## src/rtl/tcam_route_loader_if.sv

```systemverilog
// Host-side entry-loading channel of the TCAM route loader: entry handshake,
// table control strobes and loader status.
interface tcam_route_loader_if #(
    parameter int ID_Width    = 4,
    parameter int AddressSize = 4
);
    logic                   flush_req;
    logic                   commit;
    logic                   entry_valid;
    logic                   entry_ready;
    logic [ID_Width-1:0]    entry_src_id;
    logic [ID_Width-1:0]    entry_care;
    logic [ID_Width-1:0]    entry_dst_id;
    logic [AddressSize:0]   entry_count;
    logic                   table_full;
    logic                   table_ready;

    modport master (
        output flush_req, commit, entry_valid, entry_src_id, entry_care, entry_dst_id,
        input  entry_ready, entry_count, table_full, table_ready
    );

    modport slave (
        input  flush_req, commit, entry_valid, entry_src_id, entry_care, entry_dst_id,
        output entry_ready, entry_count, table_full, table_ready
    );
endinterface

```

## src/rtl/tcam_route_loader.sv

```systemverilog
// Loads host routing entries into the TCAM: flush, spaced write/gap per entry,
// then hold the memory in compare mode for packet lookup.
module tcam_route_loader #(
    parameter int ID_Width    = 4,
    parameter int AddressSize = 4,
    parameter int Bits        = 8,
    parameter int Words       = 16,
    parameter int BankSize    = 1,
    parameter int FlushCycles = 2
) (
    input  logic                   clk,
    input  logic                   rst_n,
    tcam_route_loader_if.slave     host,
    output logic                   o_CS,
    output logic                   o_FLUSH,
    output logic                   o_VBE,
    output logic                   o_DCS,
    output logic                   o_WR,
    output logic                   o_VBI,
    output logic                   o_CMP_In,
    output logic [Bits-1:0]        o_Data_In,
    output logic [Bits-1:0]        o_Mask_In,
    output logic [BankSize-1:0]    o_CBE,
    output logic [AddressSize-1:0] o_Addr_In
);

    localparam int                   FCW       = (FlushCycles > 1) ? $clog2(FlushCycles) : 1;
    localparam logic [FCW-1:0]       FCNT_LAST = FCW'(FlushCycles - 1);
    localparam logic [AddressSize:0] WORDS_C   = (AddressSize + 1)'(Words);

    typedef enum logic [2:0] {
        S_IDLE,
        S_FLUSH,
        S_LOAD,
        S_WRITE,
        S_GAP,
        S_ACTIVE
    } state_t;

    state_t                 r_state;
    state_t                 w_next;
    logic [FCW-1:0]         r_fcnt;
    logic [AddressSize:0]   r_count;
    logic                   r_cs, r_flush, r_wr, r_cmp, r_tready;
    logic [BankSize-1:0]    r_cbe;
    logic [Bits-1:0]        r_data, r_mask;
    logic [AddressSize-1:0] r_addr;
    logic                   w_full, w_ready, w_accept, w_fcnt_clr;

    assign w_full   = (r_count == WORDS_C);
    assign w_ready  = (r_state == S_LOAD) && !w_full && !host.flush_req;
    assign w_accept = host.entry_valid && w_ready;

    always_comb begin
        w_next = r_state;
        unique case (r_state)
            S_IDLE:   w_next = S_FLUSH;
            S_FLUSH:  if (r_fcnt == FCNT_LAST) w_next = S_LOAD;
            S_LOAD: begin
                if (w_accept)         w_next = S_WRITE;
                else if (host.commit) w_next = S_ACTIVE;
            end
            S_WRITE:  w_next = S_GAP;
            S_GAP:    w_next = S_LOAD;
            S_ACTIVE: w_next = S_ACTIVE;
            default:  w_next = S_IDLE;
        endcase
        // A flush request restarts the table from any live state.
        if (r_state != S_IDLE && host.flush_req) w_next = S_FLUSH;
    end

    // Held flush_req keeps the flush counter at zero so the full flush
    // duration is always observed after the request drops.
    assign w_fcnt_clr = (w_next == S_FLUSH) && ((r_state != S_FLUSH) || host.flush_req);

    always_ff @(posedge clk) begin
        if (!rst_n) begin
            r_state  <= S_IDLE;
            r_fcnt   <= '0;
            r_count  <= '0;
            r_cs     <= 1'b0;
            r_flush  <= 1'b0;
            r_wr     <= 1'b0;
            r_cmp    <= 1'b0;
            r_tready <= 1'b0;
            r_cbe    <= '0;
            r_data   <= '0;
            r_mask   <= '0;
            r_addr   <= '0;
        end else begin
            r_state  <= w_next;
            r_cs     <= (w_next == S_FLUSH) || (w_next == S_WRITE) || (w_next == S_ACTIVE);
            r_flush  <= (w_next == S_FLUSH);
            r_wr     <= (w_next == S_WRITE);
            r_cmp    <= (w_next == S_ACTIVE);
            r_tready <= (w_next == S_ACTIVE);
            r_cbe    <= ((w_next == S_FLUSH) || (w_next == S_WRITE) || (w_next == S_ACTIVE))
                        ? {BankSize{1'b1}} : {BankSize{1'b0}};

            if (w_fcnt_clr)
                r_fcnt <= '0;
            else if (r_state == S_FLUSH)
                r_fcnt <= r_fcnt + 1'b1;

            // The flush clear wins over the increment of an in-flight write.
            if (w_next == S_FLUSH)
                r_count <= '0;
            else if (r_state == S_WRITE)
                r_count <= r_count + 1'b1;

            if (w_accept) begin
                r_data <= {host.entry_src_id, host.entry_dst_id};
                r_mask <= {host.entry_care, {ID_Width{1'b1}}};
                r_addr <= r_count[AddressSize-1:0];
            end
        end
    end

    assign host.entry_ready = w_ready;
    assign host.entry_count = r_count;
    assign host.table_full  = w_full;
    assign host.table_ready = r_tready;

    assign o_CS      = r_cs;
    assign o_FLUSH   = r_flush;
    assign o_VBE     = r_wr;
    assign o_VBI     = r_wr;
    assign o_WR      = r_wr;
    assign o_DCS     = 1'b0;
    assign o_CMP_In  = r_cmp;
    assign o_CBE     = r_cbe;
    assign o_Data_In = r_data;
    assign o_Mask_In = r_mask;
    assign o_Addr_In = r_addr;

endmodule

```

## src/flat_wrapper.sv

```systemverilog
// flat-port wrapper written by rule: the top's interface ports become plain ports
module tcam_route_loader_flat 
#(
    parameter int ID_Width    = 4,
    parameter int AddressSize = 4,
    parameter int Bits        = 8,
    parameter int Words       = 16,
    parameter int BankSize    = 1,
    parameter int FlushCycles = 2
)
  (clk, rst_n, o_CS, o_FLUSH, o_VBE, o_DCS, o_WR, o_VBI, o_CMP_In, o_Data_In, o_Mask_In, o_CBE, o_Addr_In, host_flush_req, host_commit, host_entry_valid, host_entry_src_id, host_entry_care, host_entry_dst_id, host_entry_ready, host_entry_count, host_table_full, host_table_ready);
  tcam_route_loader_if #(.ID_Width(ID_Width), .AddressSize(AddressSize)) host_i ();
  input  logic clk;
  input  logic rst_n;
  output logic o_CS;
  output logic o_FLUSH;
  output logic o_VBE;
  output logic o_DCS;
  output logic o_WR;
  output logic o_VBI;
  output logic o_CMP_In;
  output logic [Bits-1:0] o_Data_In;
  output logic [Bits-1:0] o_Mask_In;
  output logic [BankSize-1:0] o_CBE;
  output logic [AddressSize-1:0] o_Addr_In;
  input wire logic [$bits(host_i.flush_req)-1:0] host_flush_req;
  input wire logic [$bits(host_i.commit)-1:0] host_commit;
  input wire logic [$bits(host_i.entry_valid)-1:0] host_entry_valid;
  input wire logic [$bits(host_i.entry_src_id)-1:0] host_entry_src_id;
  input wire logic [$bits(host_i.entry_care)-1:0] host_entry_care;
  input wire logic [$bits(host_i.entry_dst_id)-1:0] host_entry_dst_id;
  output wire logic [$bits(host_i.entry_ready)-1:0] host_entry_ready;
  output wire logic [$bits(host_i.entry_count)-1:0] host_entry_count;
  output wire logic [$bits(host_i.table_full)-1:0] host_table_full;
  output wire logic [$bits(host_i.table_ready)-1:0] host_table_ready;
  assign host_i.flush_req = host_flush_req;
  assign host_i.commit = host_commit;
  assign host_i.entry_valid = host_entry_valid;
  assign host_i.entry_src_id = host_entry_src_id;
  assign host_i.entry_care = host_entry_care;
  assign host_i.entry_dst_id = host_entry_dst_id;
  assign host_entry_ready = host_i.entry_ready;
  assign host_entry_count = host_i.entry_count;
  assign host_table_full = host_i.table_full;
  assign host_table_ready = host_i.table_ready;
  tcam_route_loader #(.ID_Width(ID_Width), .AddressSize(AddressSize), .Bits(Bits), .Words(Words), .BankSize(BankSize), .FlushCycles(FlushCycles)) u_core (.clk(clk), .rst_n(rst_n), .host(host_i), .o_CS(o_CS), .o_FLUSH(o_FLUSH), .o_VBE(o_VBE), .o_DCS(o_DCS), .o_WR(o_WR), .o_VBI(o_VBI), .o_CMP_In(o_CMP_In), .o_Data_In(o_Data_In), .o_Mask_In(o_Mask_In), .o_CBE(o_CBE), .o_Addr_In(o_Addr_In));
endmodule
```

## config.mk

```make
export PLATFORM = sky130hd
export DESIGN_NAME = tcam_route_loader_flat
export DESIGN_NICKNAME = d
export VERILOG_FILES = /design/src/rtl/tcam_route_loader_if.sv /design/src/rtl/tcam_route_loader.sv /design/src/flat_wrapper.sv
export SDC_FILE = /design/constraint.sdc
export NUM_CORES = 1
export LEC_CHECK = 0
export BUFFER_PORTS_ARGS = -buffer_cell sky130_fd_sc_hd__buf_4
export CAP_MARGIN = 20
export CORE_MARGIN = 1.5
export CORE_UTILIZATION = 48
export DETAILED_ROUTE_END_ITERATION = 6
export PLACE_DENSITY = 0.78
export SLEW_MARGIN = 20
export SYNTH_ARGS = -nofsm -noshare
export SYNTH_HDL_FRONTEND = slang
export SYNTH_SLANG_ARGS = --single-unit
```

## constraint.sdc

```tcl
create_clock -name clk -period 2 [get_ports clk]
set_clock_uncertainty 0.05 [all_clocks]
set_input_delay 0.4 -clock clk [delete_from_list [all_inputs] [get_ports clk]]
set_output_delay 0.4 -clock clk [all_outputs]
set_load 0.005 [all_outputs]
```

==> results of run 1 <==
[what timing repair did]
action | in CTS | in global routing
setup endpoints to repair | 0 | 1
gates resized for setup | 0 | 2
buffers inserted | 0 | 0
[state kept, by name, summed over array words and instances, names as in the netlist]
name and count:
u_core.r_fcnt 1, u_core.o_VBE 1, u_core.o_Addr_In 4, u_core.r_state 3
u_core.o_Data_In 8, u_core.o_CMP_In 1, u_core.o_Mask_In 5, u_core.host.entry_count 5
u_core.o_CBE 1, u_core.o_FLUSH 1
[synth_stat cells, types with 3 or more instances]
cell type	n
and2_1	3
nand2_1	6
dfxtp_1	30
buf_4	10
mux2i_1	16
nor2_1	20
xor2_1	3
a211oi_1	4
a21oi_1	4
inv_1	7
[layer usage]
layer | part of all wire [%] | track usage, %
met1 | 43 | 22.4
met2 | 47 | 31.1
met3 | 8.1 | 8.53
met4 | 1.9 | 9.18
met5 | 0 | 0
[per-stage QoR]
stage	setup slack [ns]	hold WS [ns]	instances
after floorplan	0.482	0.429	142
after global placement	0.381	0.426	210
after detailed placement	0.244	0.437	210
after CTS	0.0762	0.231	218
after global routing	0.0345	0.228	218
final	0.173	0.238	218
[worst max-delay path, stage by stage (launching register included)]
cell and delay (ns):
dfxtp_2 0.39, inv_1 0.06, ha_1 0.22, nand4bb_4 0.11, nand2_1 0.05, nor2_1 0.09
buf_4 0.12
[cells by family after synthesis]
| group | after synthesis |
|---|---|
| XOR/XNOR | 4 |
| buffers and inverters | 23 |
| AO/OA/AOI/OAI | 18 |
| adder cells (fa/ha/maj) | 2 |
| other | 1 |
| AND/OR/NAND/NOR | 48 |
| flip-flops | 30 |
| multiplexers | 16 |
[path summary, 6_finish.rpt]
check                             startpoint             endpoint  slack (ns)
setup / recovery  u_core.host.entry_count[0]     host_entry_ready        0.17
hold / removal          host_entry_dst_id[3]  u_core.o_Data_In[3]        0.24
setup reg to reg           u_core.r_state[2]        u_core.r_fcnt        0.29
hold reg to reg          u_core.o_Mask_In[3]  u_core.o_Mask_In[3]        0.45
[area by class of cell]
type | instances | area (sq um)
Tap cell | 31 | 38.8
Inverter | 7 | 26.3
Multi-Input combinational cell | 89 | 627
Clock buffer | 6 | 51.3
Timing Repair Buffer | 53 | 398
Sequential cell | 30 | 603
Clock inverter | 2 | 12.5
Fill cell | 244 | 977
[layout by cell type, fill, tap and decap left out, drive strengths merged, types with 4 or more instances in the layout]
master  netlist  routed
clkbuf        2       6
mux2i        16      16
a21oi         4       4
nand2         6       6
dfxtp        30      30
nor2         20      20
inv           7       7
a211oi        5       5
buf          14      53
[power breakdown]
part           internal, mW  total (mW)  leakage (nW)  switching (mW)
logic                0.0377      0.0665         0.607          0.0288
registers             0.603       0.611         0.244         0.00747
clock network         0.169       0.383        0.0343           0.215
total                 0.809        1.06         0.885           0.251
==> impl_metrics.py, run 1 <==
metrics = {
    "status": {
        "status": "finished, final reports clean",
    },
    "critical_path": {
        "cp.required_ns": 1.55,
        "rr_worst_depth": 4,
        "start_kind": "register",
        "crit_type": "register to output port",
        "crit_path_end_kind": "output port",
        "arrival_ns": 1.38,
        "crit_path_max_fanout": 6,
    },
    "logic_synthesis": {
        "synth-async-reset-ratio_pct": 0,
        "synthXorXnorAreaFrac_pct": 2.54,
        "yosys_warnings": 0,
        "synth-compound-area-share_pct": 9.17,
        "yosys.area.top_type_share_pct": 43.6,
        "synth-seq-cells": 30,
        "yosys.area_share.adder_pct": 1.82,
        "synth_largest_area_cell": "dfxtp_1",
        "synth.distinct_cells": 42,
        "synth_nets": 161,
        "synth_simple_gate_area_share_pct": 20.1,
        "synth_area_per_cell_sq_um": 9.70,
        "synth_area_sq_um": 1380,
        "synthCells": 142,
        "synth_top_family_by_area": "simple AND/OR/NAND/NOR gates",
        "synth.area.mux_share_pct": 11.6,
        "ys.flop_type": "dfxtp_1",
        "ys_seq_area_share_pct": 43.6,
        "synthTopCellsByArea": "dfxtp_1 44%, mux2i_1 12%, buf_4 5.4%",
        "synth_edf_count": 0,
    },
    "sta": {
        "fmax_mhz": 547,
        "slew_headroom_pct": 56.3,
        "finalHoldViolations": 0,
        "finalMaxSlewViolations": 0,
        "tns_ns": 0,
        "timing.final.crit_period_ns": 1.83,
        "setup_viol": 0,
        "rsz0062_at_grt": "false",
        "worst-slew-pin-transition_ns": 0.651,
        "fin_crit_sh_pct": 91.4,
    },
    "power_and_ir_drop": {
        "finalPower_mw": 1.06,
        "power.leakage_nw": 0.885,
        "powerDensity_nw_per_um2": 604,
        "ir_drop_uv": 650,
    },
    "die": {
        "start_util_pct": 50.4,
        "fp.dieW_um": 56.6,
        "coreArea_sq_um": 2730,
        "die_h_um": 56.6,
        "die-area_sq_um": 3200,
        "row_count": 19,
        "ios": 53,
    },
    "grt": {
        "grt_max_degree": 18,
        "overflow": 0,
        "grt_pass1_vias": 1078,
        "antenna_found_initial": 0,
        "grt_usage_pct": 19.5,
        "grt_pass1_wl_um": 4750,
    },
    "placed_design": {
        "placed_cell_area_sq_um": 1690,
        "portBuffers": 51,
        "place.gp.congestion": 0.864,
        "hpwl_um": 2000,
    },
    "cells_and_area": {
        "stdcell_area_sq_um": 1760,
        "finalNetCount": 205,
        "n_antenna_cell": 0,
        "syn_to_final_growth_pct": 27.5,
        "layout-drive-gt1-share_pct": 35.8,
        "final_util_pct": 64.3,
    },
    "min_path": {
        "hold_class": "input pin to register",
        "worstHoldPathCells": 3,
    },
    "clock_tree": {
        "clock_sinks": 30,
        "clock_latency_ns": 0.34,
        "root_buffer": "clkbuf_4",
        "clk_pin_slew_ns": 0.09,
        "cts_tree": "yes",
        "clockBufferDepth": 2,
        "cts_made_buffers": 5,
        "htreeDepth": 2,
        "cts_hold_buf": 0,
    },
    "run": {
        "maxCapViolations": 0,
    },
    "routing": {
        "ant_nets": 0,
        "via_count": 1117,
        "drcViolationCount": 0,
        "post_drt_wl_per_cell_um": 12.7,
        "via_per_inst": 5.12,
        "drt_iter0_markers": 34,
        "firstDrtPassIters": 4,
        "wirelength_um": 2780,
    },
}
Note: power is estimated with default switching activity, not from simulation.
==> inputs of run 2 (changes only) <==
--- a/config.mk
+++ b/config.mk
@@ -11,6 +11,7 @@
 export CORE_UTILIZATION = 48
 export DETAILED_ROUTE_END_ITERATION = 6
 export PLACE_DENSITY = 0.78
+export SETUP_SLACK_MARGIN = 0.4
 export SLEW_MARGIN = 20
 export SYNTH_ARGS = -nofsm -noshare
 export SYNTH_HDL_FRONTEND = slang
==> run 2 against run 1 <==
  * Count of clock-buffer cells in the layout stayed put
  * First-iteration DRC count is 26% higher
  * Core utilization is 3.1 points higher
  * Final cell count is 2.3% higher
  * Via count is 2.6% higher
  * Largest cell class unchanged
==> impl_metrics.py, run 2 (synthesis gave the netlist of run 1 again) <==
metrics = {
    "die": {
        "coreArea_sq_um": 2730,
        "ios": 53,
        "die-area_sq_um": 3200,
        "start_util_pct": 50.4,
        "row_count": 19,
        "fp.dieW_um": 56.6,
        "die_h_um": 56.6,
    },
    "routing": {
        "post_drt_wl_per_cell_um": 13.2,
        "wirelength_um": 2940,
        "drcViolationCount": 0,
        "wl_met1_um": 1220,
        "firstDrtPassIters": 4,
        "ant_nets": 0,
        "via_count": 1146,
        "drt_iter0_markers": 43,
        "wl_met3_um": 216,
        "via_per_inst": 5.14,
        "highest_layer": "met4",
        "met2WireLength_um": 1440,
    },
    "clock_tree": {
        "cts_tree": "yes",
        "clk_pin_slew_ns": 0.10,
        "clock_latency_ns": 0.34,
        "htreeDepth": 2,
        "clockBufferDepth": 2,
        "cts_made_buffers": 5,
        "root_buffer": "clkbuf_4",
        "clock_sinks": 30,
    },
    "power_and_ir_drop": {
        "powerDensity_nw_per_um2": 576,
        "power.leakage_nw": 0.920,
        "ir_drop_uv": 650,
        "finalPower_mw": 1.06,
    },
    "sta": {
        "fin_crit_sh_pct": 85.4,
        "tns_ns": 0,
        "timing.final.crit_period_ns": 1.71,
        "finalHoldViolations": 0,
        "timing.hold.ws_ns": 0.235,
        "rsz0062_at_grt": "true",
        "fmax_mhz": 586,
        "setup_viol": 0,
        "setup_ws_ns": 0.292,
        "finalMaxSlewViolations": 0,
    },
    "grt": {
        "grt_pass1_wl_um": 4920,
        "overflow": 0,
        "antenna_found_initial": 0,
        "grt_max_degree": 18,
        "grt_usage_pct": 20.3,
        "grt_pass1_vias": 1117,
    },
    "critical_path": {
        "cp.required_ns": 1.55,
        "crit_type": "register to output port",
        "crit_path_end_kind": "output port",
        "rr_worst_depth": 7,
        "arrival_ns": 1.26,
        "timing.rr.end": "u_core.host.entry_count[1]",
        "cp_cell_sequence": "inv_4 -> ha_4 -> nand4bb_4 -> nand2_1 -> nor2_1 -> buf_4",
        "crit_end": "host_entry_ready",
        "crit_family": "flip-flops",
        "crit_path_max_fanout": 3,
        "start_kind": "register",
        "path_buf_inv": 2,
        "crit_start": "u_core.host.entry_count[1]",
        "cp_slowest_cell": "dfxtp_4",
        "slowest_delay_ns": 0.36,
        "regToRegStartpoint": "u_core.host.entry_count[1]",
        "worst-path-stages": 6,
        "reg2reg_slack_ns": 0.34,
    },
    "cells_and_area": {
        "regArea_sq_um": 616,
        "syn_to_final_growth_pct": 33.7,
        "layout-drive-gt1-share_pct": 42.2,
        "mostFrequentLayoutCell": "buf_4",
        "final_util_pct": 67.4,
        "n_antenna_cell": 0,
        "fillers": 230,
        "multi_input_area_sq_um": 643,
        "finalNetCount": 210,
        "finalNonFillerCells": 223,
        "stdcell_area_sq_um": 1840,
        "largest_reg_flops": 8,
        "final_cell_mix": "56 x buf_4, 24 x dfxtp_1, 20 x nor2_1",
    },
    "min_path": {
        "hold_class": "input pin to register",
    },
    "placed_design": {
        "hpwl_um": 2000,
        "portBuffers": 51,
        "pre_cts_ws_ns": 0.244,
        "placed_cell_area_sq_um": 1690,
        "placed_cells": 210,
        "place.gp.congestion": 0.864,
    },
    "status": {
        "status": "finished, final reports clean",
    },
    "run": {
        "maxCapViolations": 0,
    },
}
## run 2: where the power goes
group          leakage [nW]  internal, mW  switching (mW)
combinational         0.640        0.0380          0.0297
sequential            0.246         0.600         0.00729
clock                0.0343         0.169           0.218
total                 0.920         0.806           0.255
## run 2: area by class of cell
| type | count | area share (%) |
|---|---|---|
| multi-input cells | 89 | 34.9 |
| flip-flops and latches | 30 | 33.4 |
| well taps | 31 | 2.11 |
| clock buffers | 6 | 2.79 |
| clock inverters | 2 | 0.679 |
| inverters | 7 | 1.56 |
| repair buffers | 58 | 24.5 |
## run 2: how the worst min path moves through the flow
stage,cells after the start,to,slack [ns],startpoint
floorplan,2,u_core.o_Mask_In[3],0.43,u_core.o_Mask_In[3]
detailed placement,2,u_core.o_Mask_In[3],0.44,u_core.o_Mask_In[3]
global placement,2,u_core.o_Mask_In[3],0.43,u_core.o_Mask_In[3]
global route,3,u_core.o_Mask_In[6],0.23,host_entry_care[2]
CTS,3,u_core.o_Data_In[3],0.23,host_entry_dst_id[3]
finish,3,u_core.o_Data_In[3],0.23,host_entry_dst_id[3]
## run 2: timing repair
action	4_1_cts	5_1_grt
hold buffers	0	0
setup buffers	5	0
endpoints found under the setup margin	27	29
gates resized for setup	17	3
pin swaps	2	0
## run 2: worst register-to-register path, cell delays in order (launching register included)
cell and delay, ns:
dfxtp_4 0.36, inv_4 0.06, ha_4 0.13, nand4bb_4 0.12
buf_4 0.16, a31oi_1 0.23, o21ai_2 0.18, a211oi_1 0.27
## run 2: metal layers
layer	vias to the layer above	GRT usage, %
met4	0	8.50
li1	571	-
met1	526	22.6
met2	43	33.7
met5	-	0
met3	6	8.53
